**config.mk**
```make
export PLATFORM = sky130hd
export DESIGN_NAME = fadd_issue_ctrl
export DESIGN_NICKNAME = d
export VERILOG_FILES = /design/src/rtl/fadd_issue_ctrl.sv
export SDC_FILE = /design/constraint.sdc
export NUM_CORES = 1
export LEC_CHECK = 0
export BUFFER_PORTS_ARGS = -buffer_cell sky130_fd_sc_hd__buf_2
export CAP_MARGIN = 15
export CORE_MARGIN = 3
export CORE_UTILIZATION = 31
export CTS_BUF_LIST = sky130_fd_sc_hd__clkbuf_4
export CTS_CLUSTER_DIAMETER = 150
export DETAILED_ROUTE_END_ITERATION = 8
export GPL_TIMING_DRIVEN = 0
export RECOVER_POWER = 25
export SETUP_SLACK_MARGIN = 0.02
export SLEW_MARGIN = 40
export SYNTH_ARGS = -nofsm -noshare
export SYNTH_HDL_FRONTEND = slang
export SYNTH_HIERARCHICAL = 1
export SYNTH_SLANG_ARGS = --single-unit
```
**constraint.sdc**
```tcl
create_clock -name clock -period 5.85 [get_ports clock]
set_clock_uncertainty 0.2 [all_clocks]
set_input_delay 1.17 -clock clock [delete_from_list [all_inputs] [get_ports clock]]
set_output_delay 1.17 -clock clock [all_outputs]
set_load 0.01 [all_outputs]
```
**src/rtl/fadd_issue_ctrl.sv**
```systemverilog
// Operand pairing, issue and result collection in front of a fixed-latency FP adder.
// Output FIFO credits cover every in-flight sum, so a capture never overflows.

module fadd_issue_fifo #(
  parameter int W     = 32,
  parameter int DEPTH = 4
) (
  input  logic                       clock,
  input  logic                       resetn,
  input  logic                       i_push,
  input  logic [W-1:0]               i_wdata,
  input  logic                       i_pop,
  output logic [W-1:0]               o_head,
  output logic [$clog2(DEPTH):0]     o_cnt
);
  localparam int AW = $clog2(DEPTH);

  logic [W-1:0]  r_mem [DEPTH];
  logic [AW-1:0] r_wp, r_rp;
  logic [AW:0]   r_cnt;

  // Storage has no reset; emptiness is carried by r_cnt alone.
  always_ff @(posedge clock)
    if (i_push) r_mem[r_wp] <= i_wdata;

  always_ff @(posedge clock or negedge resetn) begin
    if (!resetn) begin
      r_wp  <= '0;
      r_rp  <= '0;
      r_cnt <= '0;
    end else begin
      if (i_push) r_wp <= r_wp + AW'(1);
      if (i_pop)  r_rp <= r_rp + AW'(1);
      case ({i_push, i_pop})
        2'b10:   r_cnt <= r_cnt + (AW+1)'(1);
        2'b01:   r_cnt <= r_cnt - (AW+1)'(1);
        default: ;
      endcase
    end
  end

  assign o_head = r_mem[r_rp];
  assign o_cnt  = r_cnt;
endmodule

module fadd_issue_ctrl #(
  parameter int DATA_W      = 32,
  parameter int IN_DEPTH    = 4,
  parameter int ADD_LATENCY = 12,
  parameter int OUT_DEPTH   = 16
) (
  input  logic              clock,
  input  logic              resetn,
  input  logic [DATA_W-1:0] a_data,
  input  logic              a_valid,
  output logic              a_ready,
  input  logic [DATA_W-1:0] b_data,
  input  logic              b_valid,
  output logic              b_ready,
  output logic [DATA_W-1:0] dataa,
  output logic [DATA_W-1:0] datab,
  output logic              validdataa,
  output logic              validdatab,
  input  logic [DATA_W-1:0] result,
  output logic [DATA_W-1:0] out_data,
  output logic              out_valid,
  input  logic              out_ready
);
  localparam int AW = $clog2(IN_DEPTH);
  localparam int OW = $clog2(OUT_DEPTH);
  localparam int FW = $clog2(ADD_LATENCY + 1);
  localparam logic [AW:0] IN_FULL = (AW+1)'(IN_DEPTH);

  logic                   r_rdy_en;
  logic [ADD_LATENCY-1:0] r_vld;
  logic [FW-1:0]          r_in_flight;

  logic [DATA_W-1:0] w_a_head, w_b_head, w_o_head;
  logic [AW:0]       w_a_cnt, w_b_cnt;
  logic [OW:0]       w_o_cnt;
  logic              w_a_push, w_b_push, w_issue, w_cap, w_pop, w_credit;
  logic [31:0]       w_occ;

  assign a_ready  = r_rdy_en && (w_a_cnt != IN_FULL);
  assign b_ready  = r_rdy_en && (w_b_cnt != IN_FULL);
  assign w_a_push = a_valid && a_ready;
  assign w_b_push = b_valid && b_ready;

  // Credit counts sums in the adder plus sums already parked in the output FIFO.
  assign w_occ    = 32'(r_in_flight) + 32'(w_o_cnt);
  assign w_credit = w_occ < 32'(OUT_DEPTH);
  assign w_issue  = (w_a_cnt != '0) && (w_b_cnt != '0) && w_credit;
  assign w_cap    = r_vld[ADD_LATENCY-1];
  assign w_pop    = out_valid && out_ready;

  fadd_issue_fifo #(.W(DATA_W), .DEPTH(IN_DEPTH)) u_fifo_a (
    .clock(clock), .resetn(resetn), .i_push(w_a_push), .i_wdata(a_data),
    .i_pop(w_issue), .o_head(w_a_head), .o_cnt(w_a_cnt)
  );

  fadd_issue_fifo #(.W(DATA_W), .DEPTH(IN_DEPTH)) u_fifo_b (
    .clock(clock), .resetn(resetn), .i_push(w_b_push), .i_wdata(b_data),
    .i_pop(w_issue), .o_head(w_b_head), .o_cnt(w_b_cnt)
  );

  fadd_issue_fifo #(.W(DATA_W), .DEPTH(OUT_DEPTH)) u_fifo_o (
    .clock(clock), .resetn(resetn), .i_push(w_cap), .i_wdata(result),
    .i_pop(w_pop), .o_head(w_o_head), .o_cnt(w_o_cnt)
  );

  always_ff @(posedge clock or negedge resetn) begin
    if (!resetn) begin
      r_rdy_en    <= 1'b0;
      r_vld       <= '0;
      r_in_flight <= '0;
      dataa       <= '0;
      datab       <= '0;
    end else begin
      r_rdy_en <= 1'b1;
      r_vld    <= {r_vld[ADD_LATENCY-2:0], w_issue};
      if (w_issue) begin
        dataa <= w_a_head;
        datab <= w_b_head;
      end
      case ({w_issue, w_cap})
        2'b10:   r_in_flight <= r_in_flight + FW'(1);
        2'b01:   r_in_flight <= r_in_flight - FW'(1);
        default: ;
      endcase
    end
  end

  assign validdataa = r_vld[0];
  assign validdatab = r_vld[0];
  assign out_valid  = (w_o_cnt != '0);
  assign out_data   = out_valid ? w_o_head : '0;

  a_no_overflow: assert property (@(posedge clock) disable iff (!resetn)
    !(w_cap && (w_o_cnt == (OW+1)'(OUT_DEPTH))));
endmodule

```
* After elaboration in Yosys (flattened, before gate mapping) *
Memories as Yosys holds them, arrays and structs flattened. A register that Yosys moved wholly into a read port is not among the register bits.
Cells that the tools add are included.

storage, ports and cells
  word-level logic and storage cells = 68
  bits of input ports = 101
  output and inout bits = 101
  register bits = 44
  RAM bits = 768
  memories = 3

memories
  memory          words  bits a word  read ports  clocked after memory_dff  wr ports  line  source
  u_fifo_o.r_mem  16     32           1           0                         1         18    logic [W-1:0] r_mem [DEPTH];
  u_fifo_a.r_mem  4      32           1           1                         1         18
  u_fifo_b.r_mem  4      32           1           1                         1         18

operators by class
  add/subtract/negate cells = 15
  multiplexer cells = 11
  equal/unequal tests = 10
  reduce and logical (&&, ||, !) cells = 16
  order comparisons = 1

operator list
  cell                                                 number
  two-way mux 32 bit                                   1
  adder 4 x 1 -> 4 bit (second input constant)         3
  one-hot mux 3 bit (2 select lines)                   2
  one-hot mux 5 bit (2 select lines)                   1
  adder 2 x 1 -> 2 bit (second input constant)         4
  == test 2 x 1 -> 1 bit (second input constant)       4
  == test 2 bit (second input constant)                4
  one-hot mux 4 bit (2 select lines)                   1
  nonzero test 2 bit                                   4
  logical AND 1 bit                                    7
  adder 3 x 1 -> 3 bit (second input constant)         2
  adder 4 x 5 -> 6 bit                                 1
  < comparator 6 x 5 -> 1 bit (second input constant)  1
  two-way mux 1 bit                                    6
  != test 3 bit (second input constant)                2
  nonzero test 3 bit                                   2
  subtractor 3 x 1 -> 3 bit (second input constant)    2
  adder 5 x 1 -> 5 bit (second input constant)         1
  nonzero test 5 bit                                   1
  subtractor 5 x 1 -> 5 bit (second input constant)    1
  subtractor 4 x 1 -> 4 bit (second input constant)    1
  logical NOT 1 bit                                    2

* Logic depth before layout (Yosys ltp) *
Gate-level depths: netlist of run 1.

  depth in word-level cells = 5
  depth in mapped cells = 12
  gate-level depth less buffers = 11

* Modules after synthesis *
The synthesis of run 1 kept the hierarchy.

by module, submodules not included
  module                       cells an instance  seq. area each (um2)  times used  area an instance (um2)
  fadd_issue_fifo at u_fifo_o  872                15,700.1              1           19,969.2
  fadd_issue_fifo at u_fifo_a  202                4,018.9               1           5,053.6
  fadd_issue_fifo at u_fifo_b  199                4,018.9               1           5,043.6
  fadd_issue_ctrl              231                2,026.9               1           3,367.0

* Worst setup path after synthesis of run 1 *
No wires, ideal clock.

  kind = reg-to-reg
  from = register r_in_flight[3]
  to = register r_in_flight[3]
  path buffers = 1
  clock period less this slack = 3.273 ns
  cell stages (with the launch flop) = 12
  data required time = 5.524 ns
  arrival time = 2.947 ns
  slack = 2.577 ns
  setup time = 0.126 ns
  cells stage by stage = dfrtp_1 ha_1 or4_1 a21oi_2 buf_4 inv_1 ha_1 ha_1 a21o_1 a2111oi_0 a41oi_1 a311o_1

between the ends
  longest elaborated chain between the ends = 5
  elaborated cells between the ends (all ways) = 9
  those cells by class = add/sub (3); order compare (1); eq/ne (2); mux (1); reduce/logical (2)

ends and longest elaborated chain
  what                                                                             line  source
  start, declared                                                                  76    logic [FW-1:0] r_in_flight;
  start signal, assigned                                                           126   2'b10: r_in_flight <= r_in_flight + FW'(1);
  start signal, assigned                                                           127   2'b01: r_in_flight <= r_in_flight - FW'(1);
  adder 4 x 5 -> 6 bit (*)                                                         90    assign w_occ = 32'(r_in_flight) + 32'(w_o_cnt);
  < comparator 6 x 5 -> 1 bit (*)                                                  91    assign w_credit = w_occ < 32'(OUT_DEPTH);
  logical AND 1 bit (*)                                                            92    assign w_issue = (w_a_cnt != '0) && (w_b_cnt != '0) && w_credit;
  named net w_issue                                                                81    logic w_a_push, w_b_push, w_issue, w_cap, w_pop, w_credit;
  == test 2 x 1 -> 1 bit / == test 2 bit (equally long branches)                   125   case ({w_issue, w_cap})
  one-hot mux 4 bit (2 select lines) / nonzero test 2 bit (equally long branches)  -

The timed path passes the listed nets; every way through them passes the cells marked *.
A chain may end at the register's enable or synchronous reset.

* Final worst setup path of run 1 *
  from = register u_fifo_o.r_rp[1]
  to = output out_data[2]

between the ends
  longest elaborated chain between the ends = 2

ends and longest elaborated chain
  what                       line  source
  start, declared            19    logic [AW-1:0] r_wp, r_rp;
  start signal, assigned     33    if (i_pop) r_rp <= r_rp + AW'(1);
  memory read (16 x 32 bit)  -
  named net w_o_head[2]      78    logic [DATA_W-1:0] w_a_head, w_b_head, w_o_head;
  two-way mux 32 bit         136   assign out_data = out_valid ? w_o_head : '0;
  end, declared              65    output logic [DATA_W-1:0] out_data,

The timed path passes the listed nets, and every way through them passes these cells.

==> metrics.md, run 1 <==
| Metric | Value |
|---|---|
| Outcome | finished clean |
| GR Overflow Total | 0 |
| Die Ht | around 330 um |
| Total number of yosys warnings | 6 |
| Crit path depth | 7 |
| Worst Path Required | 4480 ps |
| Final Util | 38.0% |
| Final Setup Violations | 0 |
| DPL Wire Length | 48100 um |
| Slew Limit Fails | 0 |
| Top FF cell, synth | edfxtp_1 |
| Die Wd | roughly 330 um |
| Min-delay worst type | flip-flop to flip-flop |
| R2r worst-path depth | 11 |
| Cell mode on critical path | buf_2 |
| Detail Route Antenna Nets | 0 |
| GRT Overall Usage | 13.8% |
| Clock share of power | a little over a quarter |
| End point of the critical path | out_data[2] |
| Root Buffer | clkbuf_4 |
| Flop pwr share | 41.1% |
| Crit path max-delay family | buffers and inverters |
| Startpoint types | flip-flop |
| DRT Wirelength | around 76000 um |
| Post-CTS Setup Inserts | 0 |
| First-pass GRT wire length | about 110000 um |
| Clock latency on the worst-skew pair | 1040 ps |
| Syn Inst Count | 1504 |
| Async set-reset flop share out of synthesis | around an eighth |
| Data arrival, critical path | between 3000 and 4000 ps |
| WP buf/inv | 3 |
| Largest net degree at the start of global routing | 45 |
| Vias/cell | 4.71 |
| Peak supply drop | around 0.00032 V |
| Gp weighted congestion | approximately 0.72 |
| Avg Synthesized Cell Area | between 20 and 25 um^2 |
| Final Hold Viols | 0 |
| Final Net Count | ~2100 |
| Post-synthesis register bit count | roughly 900 |
| CP max stage cell | clkbuf_1 |
| Clock Tree Buf Depth | 3 |
| Final TNS setup | 0 ps |
| Mapped Area | 33400 um^2 |
| Most common cell after layout, fill and taps aside | edfxtp_1 |
| Max_slew headroom | about 43% |
| Fin crit share | between 80% and 90% |
| Initial Util | 31.5% |
| # resized after CTS | 0 |
| Crit. End Element | output port |
| Maximum fanout along the worst path | 10 |
| CP Cell Sequence | buf_2 > clkbuf_1 > mux4_2 > a22oi_1 > nand2_1 > nor2b_1 > buf_2 |
| R2R Path End | u_fifo_o/o_cnt[4] |
| Crit. Startpoint | u_fifo_o/r_rp[1] |
| Initial antenna violation count | 11 |
| Io pins | around 200 |
| Seq/Total Area, Yosys | between 70% and 80% |
| Vias post-DR | ~17000 |
| Power Internal | about 13 mW |
| DRC violations left | 0 |
| Maximum clock rate | ~200 MHz |
| Floorplan row count | approximately 120 |
| Sink Count | around 900 |
| Layout area overhead | 20.6% |
| Leak Pwr | between 10 and 15 nW |
| Max-cap viol count | 0 |
| Crit path kind | flip-flop to output port |
| Placed cell areas | between 30000 and 40000 um^2 |
| TritonCTS Buffers | ~220 |
| Port Buffers | around 200 |
| WL per Instance | between 20 and 25 um |
| Layout cell share with drive strength beyond 1 | ~37% |
| Clock Pin Slew Worst Setup and Hold Paths | ~70 ps |
| Unrepaired setup endpoints after global routing | no |
| RR Startpoint | u_fifo_o/o_cnt[1] |
| Worst R2R Setup Slack | 2060 ps |
| Core box area | around 110000 um^2 |
| Detailed router's first-iteration violation count | 952 |
| Least-Margin Pin Slew | 851 ps |
| Worst path max stage delay | 660 ps |
| Sw Share | a little under a third |
| CTS tree | done |
| Die area | 112000 um^2 |
| Net Count, Synth | between 1500 and 2000 |
| Switching pwr | between 6 and 7 mW |
| Pwr/cell area | between 400 and 500 nW/um^2 |
| Detailed Routing Iterations Pass 1 | 5 |
| Distinct cell type count after synthesis | between 40 and 50 |
| Comb pwr share | between 30 and 40% |
| EDFF count, synth | around 770 |
| Commonest cells after routing, fill and taps aside | 768 x edfxtp_1, 326 x clkbuf_4, 184 x mux4_2, 176 x buf_2, 108 x dfrtp_1 |
| Final Critical Period | between 4000 and 5000 ps |
| CTS H-tree depth | 4 |
| Design area | just over 40000 um^2 |
| Vias in the first global route | roughly 19000 |
==> synth_stat cells, types with 3 or more instances <==
| master | instances | area share, % |
|---|---|---|
| o21ai_0 | 7 | 0.10 |
| edfxtp_1 | 768 | 69 |
| nor3_1 | 4 | 0.060 |
| dfrtp_1 | 108 | 8.1 |
| and2_1 | 27 | 0.51 |
| buf_6 | 8 | 0.27 |
| ha_1 | 25 | 0.94 |
| mux2_1 | 46 | 1.5 |
| fa_1 | 3 | 0.18 |
| mux2_2 | 21 | 0.71 |
| buf_12 | 6 | 0.36 |
| mux4_1 | 8 | 0.63 |
| nor2b_1 | 36 | 0.67 |
| a22oi_1 | 64 | 1.4 |
| a21oi_1 | 4 | 0.060 |
| buf_1 | 3 | 0.034 |
| mux4_2 | 184 | 12 |
| xnor2_1 | 11 | 0.29 |
| buf_8 | 4 | 0.18 |
| nand2_1 | 42 | 0.47 |
| buf_2 | 13 | 0.19 |
| inv_1 | 19 | 0.21 |
| clkbuf_1 | 31 | 0.35 |
| buf_4 | 9 | 0.20 |
| nor2_1 | 10 | 0.11 |
| nand4_1 | 4 | 0.075 |
| xor2_1 | 15 | 0.39 |
==> registers in the layout (all words and copies together) (netlist names) <==
name / flops
r_rdy_en: 1
u_fifo_a/r_wp: 2
u_fifo_b/r_mem: 128
dataa: 32
u_fifo_o/r_wp: 4
u_fifo_o/o_cnt: 5
u_fifo_a/o_cnt: 3
u_fifo_o/r_mem: 512
u_fifo_b/o_cnt: 3
r_in_flight: 4
u_fifo_b/r_wp: 2
datab: 32
u_fifo_o/r_rp: 4
u_fifo_a/r_mem: 128
u_fifo_b/r_rp: 2
r_vld: 12
u_fifo_a/r_rp: 2
==> timing repair <==
item,4_1_cts,5_1_grt
hold buffers,59,0
setup endpoints to repair,0,0
endpoints found under the hold margin,305,0
==> worst min-delay path by stage <==
stage | from | endpoint | slack (ps) | cells past startpoint
2_1_floorplan | r_vld[9] | r_vld[10] | 130 | 0
3_3_place_gp | r_vld[3] | r_vld[4] | 130 | 0
3_5_place_dp | r_vld[2] | r_vld[3] | 130 | 0
4_1_cts | b_data[16] | u_fifo_b/r_mem[2][16] | 0.8 | 1
5_1_grt | b_data[16] | u_fifo_b/r_mem[2][16] | 120 | 1
6_report | r_vld[4] | r_vld[5] | 130 | 0
==> layout make-up <==
class                   instances  area [um^2]
inverters                      19         71.3
repair buffers                287         2160
clock inverters                71          440
diodes                          7         17.5
flip-flops and latches        876        25800
plain buffers                  74          541
fillers                      9699        65800
clock buffers                 326         2450
well taps                    1391         1740
multi-input cells             535         7130
==> power groups by stage <==
stage | clock, mW | combinational (mW) | sequential, mW
global route | 5.68 | 6.84 | 8.05
CTS | 5.36 | 6.43 | 7.98
floorplan | 0 | 4.06 | 8.13
global placement | 0 | 6.12 | 8.08
detailed placement | 0 | 6.37 | 8.10
finish | 5.16 | 6.27 | 7.97
==> per-layer routing <==
layer | track usage [%] | wire (um) | share of wire, %
met2 | 23.1 | 38200 | 50
met4 | 5.04 | 1530 | 2.0
met5 | 0.936 | 75 | 0.098
met3 | 4.99 | 6560 | 8.6
met1 | 16.2 | 29900 | 39
==> metrics by stage <==
step	std cells	worst slack, ps	hold slack [ps]	power (mW)
final	3586	912	127	19.4
after global routing	3581	625	121	20.6
after CTS	3578	436	0.773	19.8
after detailed placement	3122	1660	135	14.5
after global placement	3096	1490	132	14.2
after floorplan	1504	2580	131	12.2
==> kinds of logic (layout without fill, tap and decap cells) <==
family	Yosys count	after routing	share of synthesized area, %
compound gates	85	85	1.85
other cells	1	8	0.0112
fa+ha+maj	28	28	1.12
simple gates	134	134	2.14
mux	261	261	15.3
buf+inv	93	777	1.80
xor+xnor	26	26	0.681
flops	876	876	77.1
No activity file was read; power rests on OpenSTA's default activity.
==> inputs of run 2 (changes only) <==
- clock period: 5.85 -> 5.2 ns (I/O delays scaled with it)
==> metrics.md, run 2 (synthesized netlist as in run 1, its figures left out) <==
| Metric | Value |
|---|---|
| Clock Pin Slew Worst Setup and Hold Paths | 70 ps (about the same) |
| Clock Tree Buf Depth | 3 (unchanged) |
| Initial antenna violation count | 9 (-2) |
| Gp weighted congestion | 0.722 (unchanged) |
| Filler cells | 9721 (+0.23%) |
| Comb pwr share | 32.4% (about the same) |
| CP max stage cell | clkbuf_1 |
| Fin crit share | about 92% |
| Sw Share | 31.4% (about the same) |
| Root Buffer | clkbuf_4 |
| Layout area overhead | 21.4% |
| Met3 WL post-DR | 5910 um (-9.9%) |
| Commonest cells after routing, fill and taps aside | 768 x edfxtp_1, 326 x clkbuf_4, 184 x mux4_2, 135 x buf_2, 108 x dfrtp_1 |
| Vias post-DR | 17000 (+0.65%) |
| Port Buffers | 201 (unchanged) |
| WP buf/inv | 3 (unchanged) |
| Metal-1 WL | 30600 um (+2.3%) |
| Floorplan row count | 119 (unchanged) |
| Most common cell after layout, fill and taps aside | edfxtp_1 |
| Top Metal Used | met5 |
| Dpl cells | 3122 (unchanged) |
| Clock share of power | 26.5% (about the same) |
| GRT Overall Usage | 13.8% (+0.020 points) |
| Die Ht | 334 um (unchanged) |
| End point of the critical path | out_data[2] |
| Top Registers | u_fifo_o/r_mem x512, u_fifo_a/r_mem x128, u_fifo_b/r_mem x128 |
| Crit path max-delay family | buffers and inverters |
| Flop pwr share | 41.0% (about the same) |
| Detailed router's first-iteration violation count | 979 (+2.8%) |
| Largest net degree at the start of global routing | 45 (unchanged) |
| Worst Path Required | 3960 ps (-520 ps) |
| Crit path depth | 7 (unchanged) |
| Vias in the first global route | 18700 (+0.69%) |
| Crit. Startpoint | u_fifo_o/r_rp[1] |
| Vias/cell | 4.70 (-0.27%) |
| Detail Route Antenna Nets | 0 (unchanged) |
| Final Net Count | 2177 (+1.6%) |
| Final Hold Viols | 0 (unchanged) |
| Sink Count | 876 (unchanged) |
| Maximum fanout along the worst path | 10 (unchanged) |
| R2r worst-path depth | 11 (unchanged) |
| Failing checks | max-capacitance violations, max-slew violations |
| Outcome | finished, violations left |
| Final Setup Violations | 0 (unchanged) |
| GR Overflow Total | 0 (unchanged) |
| Die area | 112000 um^2 (unchanged) |
| Final Critical Period | ~4800 ps |
| Cell mode on critical path | buf_2 |
| RR Startpoint | u_fifo_o/o_cnt[1] |
| Startpoint types | flip-flop |
| R2R Path End | u_fifo_o/o_cnt[4] |
| Unrepaired setup endpoints after global routing | no |
| DPL Wire Length | 48100 um (unchanged) |
| Largest reg by FF count | u_fifo_o/r_mem |
| Least-Margin Pin Slew | 2220 ps (+1370 ps) |
| Max-cap viol count | 1 (+1) |
| WL per Instance | 21.1 um (-0.67%) |
| Die Wd | 334 um (unchanged) |
| Crit path kind | flip-flop to output port |
| Peak supply drop | 0.000357 V (+13%) |
| Place WS | 1140 ps (-520 ps) |
| Switching pwr | 6.87 mW (+13%) |
| DRC violations left | 0 (unchanged) |
| Max FFs per register | 512 (unchanged) |
| Power Internal | 15.0 mW (+13%) |
| CTS tree | done |
| CP Cell Sequence | buf_2 > clkbuf_1 > mux4_2 > a22oi_1 > nand2_1 > nor2b_1 > buf_2 |
| Finished Layout Cells | 3619 (+0.92%) |
| DRT Wirelength | 76400 um (+0.25%) |
| First-pass GRT wire length | 115000 um (+0.35%) |
| Met2 wire len | 38300 um (+0.27%) |
| Pwr/cell area | 538 nW/um^2 (+12%) |
| Hold Startpoint | r_vld[4] |
| Min-delay worst type | flip-flop to flip-flop |
| Worst path max stage delay | 650 ps (about the same) |
| Maximum clock rate | about 210 MHz |
| Core box area | 106000 um^2 (unchanged) |
| Layout cell share with drive strength beyond 1 | 34.7% (-2.5 points) |
| TritonCTS Buffers | 221 (unchanged) |
| Area taken by multi-input logic gates | 7130 um^2 (unchanged) |
| Initial Util | 31.5% (unchanged) |
| Max_slew headroom | -47.9% (-91 points) |
| Data arrival, critical path | 3570 ps (about the same) |
| Io pins | 202 (unchanged) |
| FF/Latch Area | 25800 um^2 (unchanged) |
| Slew Limit Fails | 27 (+27) |
| CTS H-tree depth | 4 (unchanged) |
| Leak Pwr | 13.9 nW (+0.16%) |
| Crit. End Element | output port |
| Clock latency on the worst-skew pair | 1030 ps (about the same) |
| Worst hold path depth | 0 (unchanged) |
| Setup ws final | 395 ps (-517 ps) |
| Detailed Routing Iterations Pass 1 | 5 (unchanged) |
| Worst R2R Setup Slack | 1390 ps (-670 ps) |
| Final TNS setup | 0 ps (unchanged) |
-- run 2: how the worst min path moves through the flow --
stage / slack, ps / end
final: 120 / r_vld[5]
after global routing: 140 / r_vld[5]
after CTS: 1 / u_fifo_o/r_mem[9][7]
after detailed placement: 130 / r_vld[3]
after global placement: 130 / r_vld[4]
after floorplan: 130 / r_vld[10]
-- run 2: worst register-to-register path: cells and delay by family, from the launching register on --
kind,cells,cell delay [ps]
adder cells (fa/ha/maj),2,530
buffers and inverters,1,190
XOR/XNOR,2,360
AO/OA/AOI/OAI,2,320
flip-flops,1,470
AND/OR/NAND/NOR,4,1610
-- run 2: layout make-up --
type	count	share of cell area, %
clock buffer	326	6.03
inverter	19	0.176
multi-input combinational	535	17.6
antenna	6	0.0370
timing repair buffer	321	6.01
clock inverter	71	1.09
tap	1391	4.29
sequential	876	63.5
buffer	74	1.33
-- run 2: power by group through the flow --
stage	Sequential, mW	Combinational (mW)	Clock (mW)
after global routing	9.06	7.71	6.39
after global placement	9.09	6.89	0
final	8.97	7.08	5.80
after detailed placement	9.12	7.17	0
after CTS	8.97	7.26	6.03
after floorplan	9.15	4.57	0
-- run 2: routing by layer --
layer  up-vias  track usage (%)
li1       7454                -
met1      8817             16.6
met2       592             23.1
met3       130             4.58
met4         4             5.07
met5         -            0.468
-- run 2: what timing repair did --
action                                 in CTS  in global routing
setup endpoints to repair                  10                  0
setup buffers                               0                  0
hold buffers                               93                  0
endpoints found under the hold margin     693                  0
resized for setup                           1                  0
-- run 2: stage by stage --
stage / cell area, um^2 / power (mW) / hold slack, ps / util, %
CTS: 40700 / 22.3 / 1.43 / 38.3
finish: 40600 / 21.8 / 124 / 38.2
floorplan: 33400 / 13.7 / 131 / -
global route: 40600 / 23.2 / 142 / 38.2
detailed placement: 36900 / 16.3 / 135 / 34.7
global placement: 36200 / 16.0 / 132 / 34.1
==> inputs of run 3 (changes only) <==
- CORE_UTILIZATION: 31 -> 25
- CTS_CLUSTER_SIZE: default -> 14
==> metrics.md, run 3 (synthesized netlist as in run 1, its figures left out) <==
| Metric | Value |
|---|---|
| Outcome | finished clean |
| Die Ht | 372 um (+11%) |
| Final Setup Violations | 0 (unchanged) |
| Commonest cells after routing, fill and taps aside | 768 x edfxtp_1, 184 x mux4_2, 182 x buf_2, 111 x clkbuf_4, 108 x dfrtp_1 |
| FF/Latch Area | 25800 um^2 (unchanged) |
| Die area | 138000 um^2 (+24%) |
| Final Util | 29.4% (-8.9 points) |
| Fin crit share | 93.0% (+0.59 points) |
| GRT Overall Usage | 11.3% (-2.5 points) |
| Most common cell after layout, fill and taps aside | edfxtp_1 |
| Unrepaired setup endpoints after global routing | no |
| Worst Path Required | 3960 ps (about the same) |
| TritonCTS Buffers | 73 (-67%) |
| Die Wd | 372 um (+11%) |
| Max_slew headroom | 42.7% (+91 points) |
| DRC violations left | 0 (unchanged) |
| Port Buffers | 201 (unchanged) |
| Post-CTS Setup Inserts | 0 (unchanged) |
| Max FFs per register | 512 (unchanged) |
| Clock Tree Buf Depth | 3 (unchanged) |
| Crit. Startpoint | u_fifo_o/r_rp[2] |
| Leak Pwr | 12.8 nW (-8.3%) |
| CTS H-tree depth | 3 (-1) |
| Final Critical Period | 4840 ps (+30.7 ps) |
| Vias in the first global route | 17500 (-6.6%) |
| Design area | 38800 um^2 (-4.4%) |
| End point of the critical path | out_data[24] |
| Pwr/cell area | 498 nW/um^2 (-7.4%) |
| Gp weighted congestion | 0.754 (+4.4%) |
| Slew Limit Fails | 0 (-100%) |
| Least-Margin Pin Slew | 857 ps (-1360 ps) |
| Clock Pin Slew Worst Setup and Hold Paths | 160 ps (+90 ps) |
| Vias/cell | 4.38 (-6.8%) |
| Initial antenna violation count | 14 (+5) |
| Final Hold Viols | 0 (unchanged) |
| Area taken by multi-input logic gates | 7130 um^2 (unchanged) |
| GR Overflow Total | 0 (unchanged) |
| RR Startpoint | r_in_flight[3] |
| Floorplan row count | 133 (+12%) |
| Detail Route Antenna Nets | 0 (unchanged) |
| Peak supply drop | 0.000286 V (-20%) |
| Startpoint types | flip-flop |
| R2R Path End | r_in_flight[3] |
| Max-cap viol count | 0 (-1) |
| Final TNS setup | 0 ps (unchanged) |
| Sink Count | 876 (unchanged) |
| First-pass GRT wire length | 115000 um (about the same) |
| Root Buffer | clkbuf_4 |
| Final Net Count | 1999 (-8.2%) |
| Min-delay worst type | flip-flop to flip-flop |
| Layout cell share with drive strength beyond 1 | 31.1% (-3.7 points) |
| Core box area | 132000 um^2 (+24%) |
| Filler cells | 13000 (+33%) |
| Crit. End Element | output port |
| Largest reg by FF count | u_fifo_o/r_mem |
| Io pins | 202 (unchanged) |
| Layout area overhead | 16.1% |
| DPL Wire Length | 50600 um (+5.3%) |
| Maximum clock rate | 207 MHz (-0.64%) |
| WL per Instance | 21.0 um (-0.32%) |
| Maximum fanout along the worst path | 10 (unchanged) |
| Detailed Routing Iterations Pass 1 | 4 (-1) |
| Clock latency on the worst-skew pair | 1000 ps (-30 ps) |
| Placed cell areas | 37200 um^2 (+0.93%) |
| Vias post-DR | 16100 (-5.2%) |
| Crit path kind | flip-flop to output port |
| Detailed router's first-iteration violation count | 1263 (+29%) |
| Largest net degree at the start of global routing | 56 (+24%) |
| Total power | 19.3 mW (-11%) |
| CTS tree | done |
| Worst R2R Setup Slack | 1270 ps (-120 ps) |
| Initial Util | 25.3% (-6.2 points) |
| Top Registers | u_fifo_o/r_mem x512, u_fifo_a/r_mem x128, u_fifo_b/r_mem x128 |
| Data arrival, critical path | 3600 ps (+30 ps) |
| DRT Wirelength | 77500 um (+1.4%) |
| R2r worst-path depth | 11 (unchanged) |
run 3: cell count changes in the layout (fill, tap and decap cells not counted), moves of 4 or more:
cell	before	now
buf_12	22	29
buf_16	10	1
buf_2	135	182
clkbuf_1	102	53
clkbuf_4	326	111
clkinv_1	53	1
clkinv_2	4	0
clkinv_4	4	0
diode_2	6	12
dlygate4sd3_1	93	66
run 3: worst max-delay path, stage by stage, from the launching register on:
cell	delay [ps]
dfrtp_1	460
nor2_1	430
clkbuf_1	640
a22oi_1	160
nand2_1	90
nor2b_1	550
buf_2	250
run 3: routing by layer:
layer	part of all wire, %	wire [um]	GRT usage [%]
met5	0.041	32	0
met4	1.9	1480	2.83
met2	49	38100	18.8
met1	41	31800	14.2
met3	7.8	6050	3.50
run 3: power breakdown:
group | internal, mW | switching [mW]
logic | 3.28 | 3.88
clock network | 1.08 | 2.14
registers | 8.57 | 0.390
run 3: cell type report:
class,instances,share of cell area [%]
timing repair buffer,291,5.48
clock inverter,10,0.297
buffer,74,1.40
sequential,876,66.4
multi-input combinational,535,18.4
clock buffer,111,2.15
inverter,19,0.184
antenna,12,0.0774
tap,1755,5.66
run 3: metrics by stage:
| stage | hold slack [ps] | worst slack (ps) | instances |
|---|---|---|---|
| floorplan | 131 | 1930 | 1504 |
| global route | 113 | 103 | 3678 |
| CTS | 4.01 | 95.9 | 3671 |
| finish | 122 | 364 | 3683 |
| detailed placement | 136 | 1230 | 3484 |
| global placement | 132 | 965 | 3460 |
run 3: worst min path at each step:
| stage | to | slack, ps | from | cells past startpoint |
|---|---|---|---|---|
| CTS | u_fifo_o/r_mem[10][19] | 4 | result[19] | 1 |
| detailed placement | r_vld[9] | 140 | r_vld[8] | 0 |
| global placement | r_vld[5] | 130 | r_vld[4] | 0 |
| finish | r_vld[4] | 120 | r_vld[3] | 0 |
| floorplan | r_vld[10] | 130 | r_vld[9] | 0 |
| global route | r_vld[4] | 110 | r_vld[3] | 0 |
run 3: what timing repair did:
action / in CTS / in global routing
gates cloned: 0 / 0
hold buffers: 66 / 0
endpoints found under the setup margin: 8 / 4
gates resized for setup: 2 / 5
endpoints found under the hold margin: 317 / 0
